$ cat src/rtl/apu_sound_mixer.sv
// APU stereo mixer: strobed channel capture, routed sum, volume scale, first-order sigma-delta out.
// Optional VIN fifth input enabled by defining APU_VIN_MIX_EN.
module apu_sound_mixer #(
  parameter int SAMPLE_DIV = 32,
  parameter int PCM_W      = 11
) (
  input  logic                    cclk,
  input  logic                    reset,
  input  logic                    apu_on,
  input  logic [3:0]              ch1_out,
  input  logic [3:0]              ch2_out,
  input  logic [3:0]              ch3_out,
  input  logic [3:0]              ch4_out,
  input  logic                    n_ch1_amp_en,
  input  logic                    n_ch2_amp_en,
  input  logic                    n_ch3_amp_en,
  input  logic                    n_ch4_amp_en,
  input  logic [3:0]              rmixer,
  input  logic [3:0]              lmixer,
  input  logic [2:0]              n_rvolume,
  input  logic [2:0]              n_lvolume,
  input  logic                    r_vin_en,
  input  logic                    l_vin_en,
`ifdef APU_VIN_MIX_EN
  input  logic [3:0]              vin_in,
`endif
  output logic signed [PCM_W-1:0] pcm_l,
  output logic signed [PCM_W-1:0] pcm_r,
  output logic                    pcm_valid,
  output logic                    pdm_l,
  output logic                    pdm_r
);

  localparam int CNT_W = (SAMPLE_DIV > 1) ? $clog2(SAMPLE_DIV) : 1;
  localparam int SUM_W = 8;
  localparam int NT    = 5;

  logic [CNT_W-1:0] count_reg;
  logic             strobe;
  assign strobe = (count_reg == CNT_W'(SAMPLE_DIV - 1));

  logic [3:0]    amp [NT];
  logic [NT-1:0] dis;
  logic [NT-1:0] lroute;
  logic [NT-1:0] rroute;

  assign amp[0] = ch1_out;
  assign amp[1] = ch2_out;
  assign amp[2] = ch3_out;
  assign amp[3] = ch4_out;

`ifdef APU_VIN_MIX_EN
  assign amp[4] = vin_in;
  assign dis    = {1'b0, n_ch4_amp_en, n_ch3_amp_en, n_ch2_amp_en, n_ch1_amp_en};
  assign lroute = {l_vin_en, lmixer};
  assign rroute = {r_vin_en, rmixer};
`else
  // Without VIN the fifth term is forced off; the routing bits are deliberately ignored.
  logic unused_vin;
  assign unused_vin = r_vin_en ^ l_vin_en;
  assign amp[4] = 4'd0;
  assign dis    = {1'b1, n_ch4_amp_en, n_ch3_amp_en, n_ch2_amp_en, n_ch1_amp_en};
  assign lroute = {1'b0, lmixer};
  assign rroute = {1'b0, rmixer};
`endif

  logic signed [5:0] term_next [NT];
  genvar gi;
  generate
    for (gi = 0; gi < NT; gi++) begin : g_term
      assign term_next[gi] = dis[gi] ? 6'sd0 : $signed({1'b0, amp[gi], 1'b0}) - 6'sd15;
    end
  endgenerate

  logic [3:0] lvol_next, rvol_next;
  assign lvol_next = {1'b0, ~n_lvolume} + 4'd1;
  assign rvol_next = {1'b0, ~n_rvolume} + 4'd1;

  logic signed [5:0]       term_reg [NT];
  logic [NT-1:0]           lmask_reg, rmask_reg;
  logic [3:0]              lvol_reg, rvol_reg;
  logic                    s1_valid_reg, s2_valid_reg;
  logic signed [SUM_W-1:0] sum_l_reg, sum_r_reg;
  logic signed [SUM_W-1:0] sum_l_next, sum_r_next;
  logic signed [PCM_W-1:0] prod_l, prod_r;
  logic [10:0]             acc_l_reg, acc_r_reg;
  logic [11:0]             sd_l, sd_r;

  always_comb begin
    sum_l_next = '0;
    sum_r_next = '0;
    for (int i = 0; i < NT; i++) begin
      if (lmask_reg[i]) sum_l_next = sum_l_next + SUM_W'(term_reg[i]);
      if (rmask_reg[i]) sum_r_next = sum_r_next + SUM_W'(term_reg[i]);
    end
  end

  // Volumes stay stable through stage 3 because the next strobe is at least 4 cycles away.
  assign prod_l = PCM_W'(sum_l_reg) * PCM_W'($signed({1'b0, lvol_reg}));
  assign prod_r = PCM_W'(sum_r_reg) * PCM_W'($signed({1'b0, rvol_reg}));

  // Offset binary: adding 1024 mod 2048 is a flip of bit 10.
  assign sd_l = {1'b0, acc_l_reg} + {1'b0, ~pcm_l[10], pcm_l[9:0]};
  assign sd_r = {1'b0, acc_r_reg} + {1'b0, ~pcm_r[10], pcm_r[9:0]};

  always_ff @(posedge cclk or posedge reset) begin
    if (reset) begin
      count_reg    <= '0;
      s1_valid_reg <= 1'b0;
      s2_valid_reg <= 1'b0;
      for (int i = 0; i < NT; i++) term_reg[i] <= '0;
      lmask_reg    <= '0;
      rmask_reg    <= '0;
      lvol_reg     <= '0;
      rvol_reg     <= '0;
      sum_l_reg    <= '0;
      sum_r_reg    <= '0;
      pcm_l        <= '0;
      pcm_r        <= '0;
      pcm_valid    <= 1'b0;
      acc_l_reg    <= '0;
      acc_r_reg    <= '0;
      pdm_l        <= 1'b0;
      pdm_r        <= 1'b0;
    end else if (!apu_on) begin
      count_reg    <= '0;
      s1_valid_reg <= 1'b0;
      s2_valid_reg <= 1'b0;
      for (int i = 0; i < NT; i++) term_reg[i] <= '0;
      lmask_reg    <= '0;
      rmask_reg    <= '0;
      lvol_reg     <= '0;
      rvol_reg     <= '0;
      sum_l_reg    <= '0;
      sum_r_reg    <= '0;
      pcm_l        <= '0;
      pcm_r        <= '0;
      pcm_valid    <= 1'b0;
      acc_l_reg    <= '0;
      acc_r_reg    <= '0;
      pdm_l        <= 1'b0;
      pdm_r        <= 1'b0;
    end else begin
      count_reg    <= strobe ? '0 : count_reg + CNT_W'(1);
      s1_valid_reg <= strobe;
      if (strobe) begin
        for (int i = 0; i < NT; i++) term_reg[i] <= term_next[i];
        lmask_reg <= lroute;
        rmask_reg <= rroute;
        lvol_reg  <= lvol_next;
        rvol_reg  <= rvol_next;
      end
      s2_valid_reg <= s1_valid_reg;
      if (s1_valid_reg) begin
        sum_l_reg <= sum_l_next;
        sum_r_reg <= sum_r_next;
      end
      pcm_valid <= s2_valid_reg;
      if (s2_valid_reg) begin
        pcm_l <= prod_l;
        pcm_r <= prod_r;
      end
      acc_l_reg <= sd_l[10:0];
      acc_r_reg <= sd_r[10:0];
      pdm_l     <= sd_l[11];
      pdm_r     <= sd_r[11];
    end
  end

endmodule

$ cat config.mk
export PLATFORM = sky130hd
export DESIGN_NAME = apu_sound_mixer
export DESIGN_NICKNAME = d
export VERILOG_FILES = /design/src/rtl/apu_sound_mixer.sv
export SDC_FILE = /design/constraint.sdc
export NUM_CORES = 1
export LEC_CHECK = 0
export CORE_UTILIZATION = 30
export CTS_CLUSTER_DIAMETER = 60
export DETAILED_ROUTE_END_ITERATION = 10
export RECOVER_POWER = 25
export SLEW_MARGIN = 20
export SYNTH_ARGS = -nofsm -noshare
export SYNTH_HDL_FRONTEND = slang
export SYNTH_SLANG_ARGS = --single-unit
$ cat constraint.sdc
create_clock -name cclk -period 4.6 [get_ports cclk]
set_clock_uncertainty 0.1 [all_clocks]
set_input_delay 1.15 -clock cclk [delete_from_list [all_inputs] [get_ports cclk]]
set_output_delay 1.15 -clock cclk [all_outputs]
set_load 0.1 [all_outputs]
==> metrics <==
pre-CTS setup slack=-0.190 ns; Synth top cells by count=nor2_1 (119), inv_1 (114), dfrtp_1 (106); synth unique cells=65; Hold EP=count_reg[0]$_DFF_PP0_; fillers=just over 3,000; hold_ws=0.359 ns; Longest Clk Path Bufs=2; Pwr per Cell Area=163 mW/mm^2; WP data required=~4.7 ns; flops & latches, synth=between 100 and 150; Overflow after GRT=0; Final Max Slew Viols=80; Tot Pwr=1.80 mW; Final Hold Fails=0; DPL Wire Length=15.3 mm; top-count cell post-synth=nor2_1; DRT Pass-1 Iters=4; crit-path max cell delay=0.41 ns; Starting Density=0.308; Hold Crit Depth=1; DRT Wirelength=20.3 mm; crit path DAT=4.58 ns; crit-path max FO=3; Max H-tree Level=3; CP most frequent cell=nand2_1; GRT Total Usage=0.132; # rows=63; CTS Buf Count=9; Synth async-reset ratio=1.00; Area growth syn-to-layout=19.8%; reg2reg path depth=24; layout cells sized above 1=0.109; Mean Syn Cell Area=8.85 um^2; hold_sp=count_reg[0]$_DFF_PP0_; Clk pin slew, worst setup/hold paths=0.08 ns; fmax=224 MHz; final setup fails=0; Worst Hold Class=reg2reg; CP endpoint kind=flip-flop; ranking of synthesized cells by area=dfrtp_1 (29%), ha_1 (14%), fa_1 (7.8%); Nets=1,292; vias in the first global route=6,911; PnR worst setup slack=0.130 ns; Synth Instances=1,042; post-synth top area share=0.287; die height=177 um; port bufs=61; cts hold-fix bufs=0; status=finished, violations left; EDFF count, synth=0; Leak=5.27 nW; Worst-Margin Slew=a little over 2 ns; syn nets=1,217; Slowest-stage cell, CP=dfrtp_1; Largest register FFs=20; yosys warns=0; first-pass GRT wire length=33.4 mm; Cell Chain, Critical Path=nand2_1 -> inv_1 -> ha_1 -> a21o_1 -> maj3_2 -> xor2_1 -> nand2_1 -> xnor2_2 -> inv_2 -> ha_4 -> buf_4 -> nand3_2 -> o2111ai_2 -> xor2_1 -> nand2_1 -> o31ai_4 -> ha_2 -> nor2_1 -> nor3b_2 -> o22ai_2 -> mux2i_1 -> xnor2_1 -> nand3_1 -> o221ai_2; fin crit period=4.47 ns; Placer Congestion=0.831; CTS tree=yes; reg2reg end=sum_r_reg[7]$_DFFE_PP0P_; Seq/Total Area, Yosys=0.287; via/cell ratio=4.77; Antenna Nets Post-Route=0; vias post-DR=7,213; Clock Sinks=106; 1st-iter DRT viols=318; Ant. Diodes=0; Crit Path Class=reg2reg; Routed WL per cell=13.4 um; maxcap violations=2; core area=0.0300 mm^2; slew margin rel.=-0.371; IO Count=64; Clock Latency Late Sink=0.36 ns; r2r setup slk=between 0.1 and 0.15 ns; area leader, netlist=dfrtp_1; FF-to-FF Start=term_reg[25]$_DFFE_PP0P_; startpoint types=flip-flop; initial antenna violation count=0; die width=177 um; worst vdd rail ir drop=0.195 mV; die area=0.0315 mm^2; Residual DRC=0; Synth Flop Type=dfrtp_1; CTS root buf=clkbuf_16; Mapped Area=0.00923 mm^2; RSZ-0062 raised after global routing=true; failing checks=capacitance limit, slew limit; final period utilization=0.972; pin count of the biggest net entering global routing=62
[power by group]
group	total, mW	leakage (nW)	internal [mW]	switching [mW]
combinational	0.0964	3.67	0.0391	0.0572
clock	0.763	0.133	0.373	0.390
sequential	0.937	1.48	0.935	0.00201
[repair_timing]
item | CTS | global route
resized for setup | 8 | 53
setup endpoints to repair | 2 | 4
setup buffers | 1 | 13
pin swaps | 2 | 29
[how the worst max path moves through the flow]
stage	startpoint	end	slack [ns]	cells after the start
final	term_reg[25]$_DFFE_PP0P_	sum_r_reg[7]$_DFFE_PP0P_	0.13	24
after global routing	rmask_reg[0]$_DFFE_PP0P_	sum_r_reg[7]$_DFFE_PP0P_	-0.10	24
after global placement	term_reg[24]$_DFFE_PP0P_	sum_l_reg[7]$_DFFE_PP0P_	-0.1	21
after CTS	term_reg[24]$_DFFE_PP0P_	sum_l_reg[7]$_DFFE_PP0P_	-0.006	21
after detailed placement	term_reg[24]$_DFFE_PP0P_	sum_l_reg[7]$_DFFE_PP0P_	-0.19	21
after floorplan	lmask_reg[0]$_DFFE_PP0P_	sum_l_reg[7]$_DFFE_PP0P_	0.1	21
[cells in the final DEF, fill, tap and decap left out, drive strengths merged, types with 14 or more instances in the layout]
master | Yosys | layout
and2 | 58 | 58
dfrtp | 106 | 106
inv | 114 | 117
fa | 36 | 36
o21ai | 47 | 47
a211oi | 19 | 19
ha | 100 | 100
clkdlybuf4s50 | 0 | 59
nand3 | 18 | 18
xnor2 | 46 | 46
nor2 | 119 | 119
a21oi | 51 | 51
nand2 | 59 | 59
xor2 | 27 | 27
nor2b | 14 | 14
mux2i | 38 | 38
buf | 10 | 42
[routing by layer]
metal	share of wire	global-route usage	up-vias
li1	-	-	3672
met1	0.50	0.183	3413
met2	0.46	0.213	112
met3	0.032	0.0242	16
met4	0.011	0.0303	0
met5	0	0	-
[stage by stage]
step           cells  setup TNS, ns  utilization  cell area [um^2]
2_1_floorplan   1042              0            -              9230
4_1_cts         1498       -0.00648        0.357             10700
5_1_grt         1511         -0.160        0.369             11100
3_5_place_dp    1482         -0.229        0.347             10400
3_3_place_gp    1482        -0.0952        0.347             10400
6_report        1511              0        0.369             11100
[logic make-up after synthesis]
kind of cell | count (synthesis) | share of synthesized area
compound gates | 201 | 0.142
xor+xnor | 73 | 0.0701
fa+ha+maj | 138 | 0.216
buf+inv | 157 | 0.0652
flops | 106 | 0.287
mux | 46 | 0.0510
simple gates | 321 | 0.168
[critical path, delay by kind of cell (launching register included)]
kind | cells | cell delay (ns)
flops | 1 | 0.41
mux | 1 | 0.23
simple gates | 7 | 0.71
buf+inv | 3 | 0.23
xor+xnor | 4 | 0.66
fa+ha+maj | 4 | 1.20
compound gates | 5 | 0.78
[cell type report]
class / count / area [um^2] / area share
sequential: 106 / 2650 / 0.240
clock inverter: 6 / 51.3 / 0.00464
inverter: 117 / 440 / 0.0399
timing repair buffer: 104 / 950 / 0.0859
multi-input combinational: 779 / 6240 / 0.565
tap: 390 / 488 / 0.0442
clock buffer: 9 / 225 / 0.0204
Note: power is estimated with default switching activity, not from simulation.
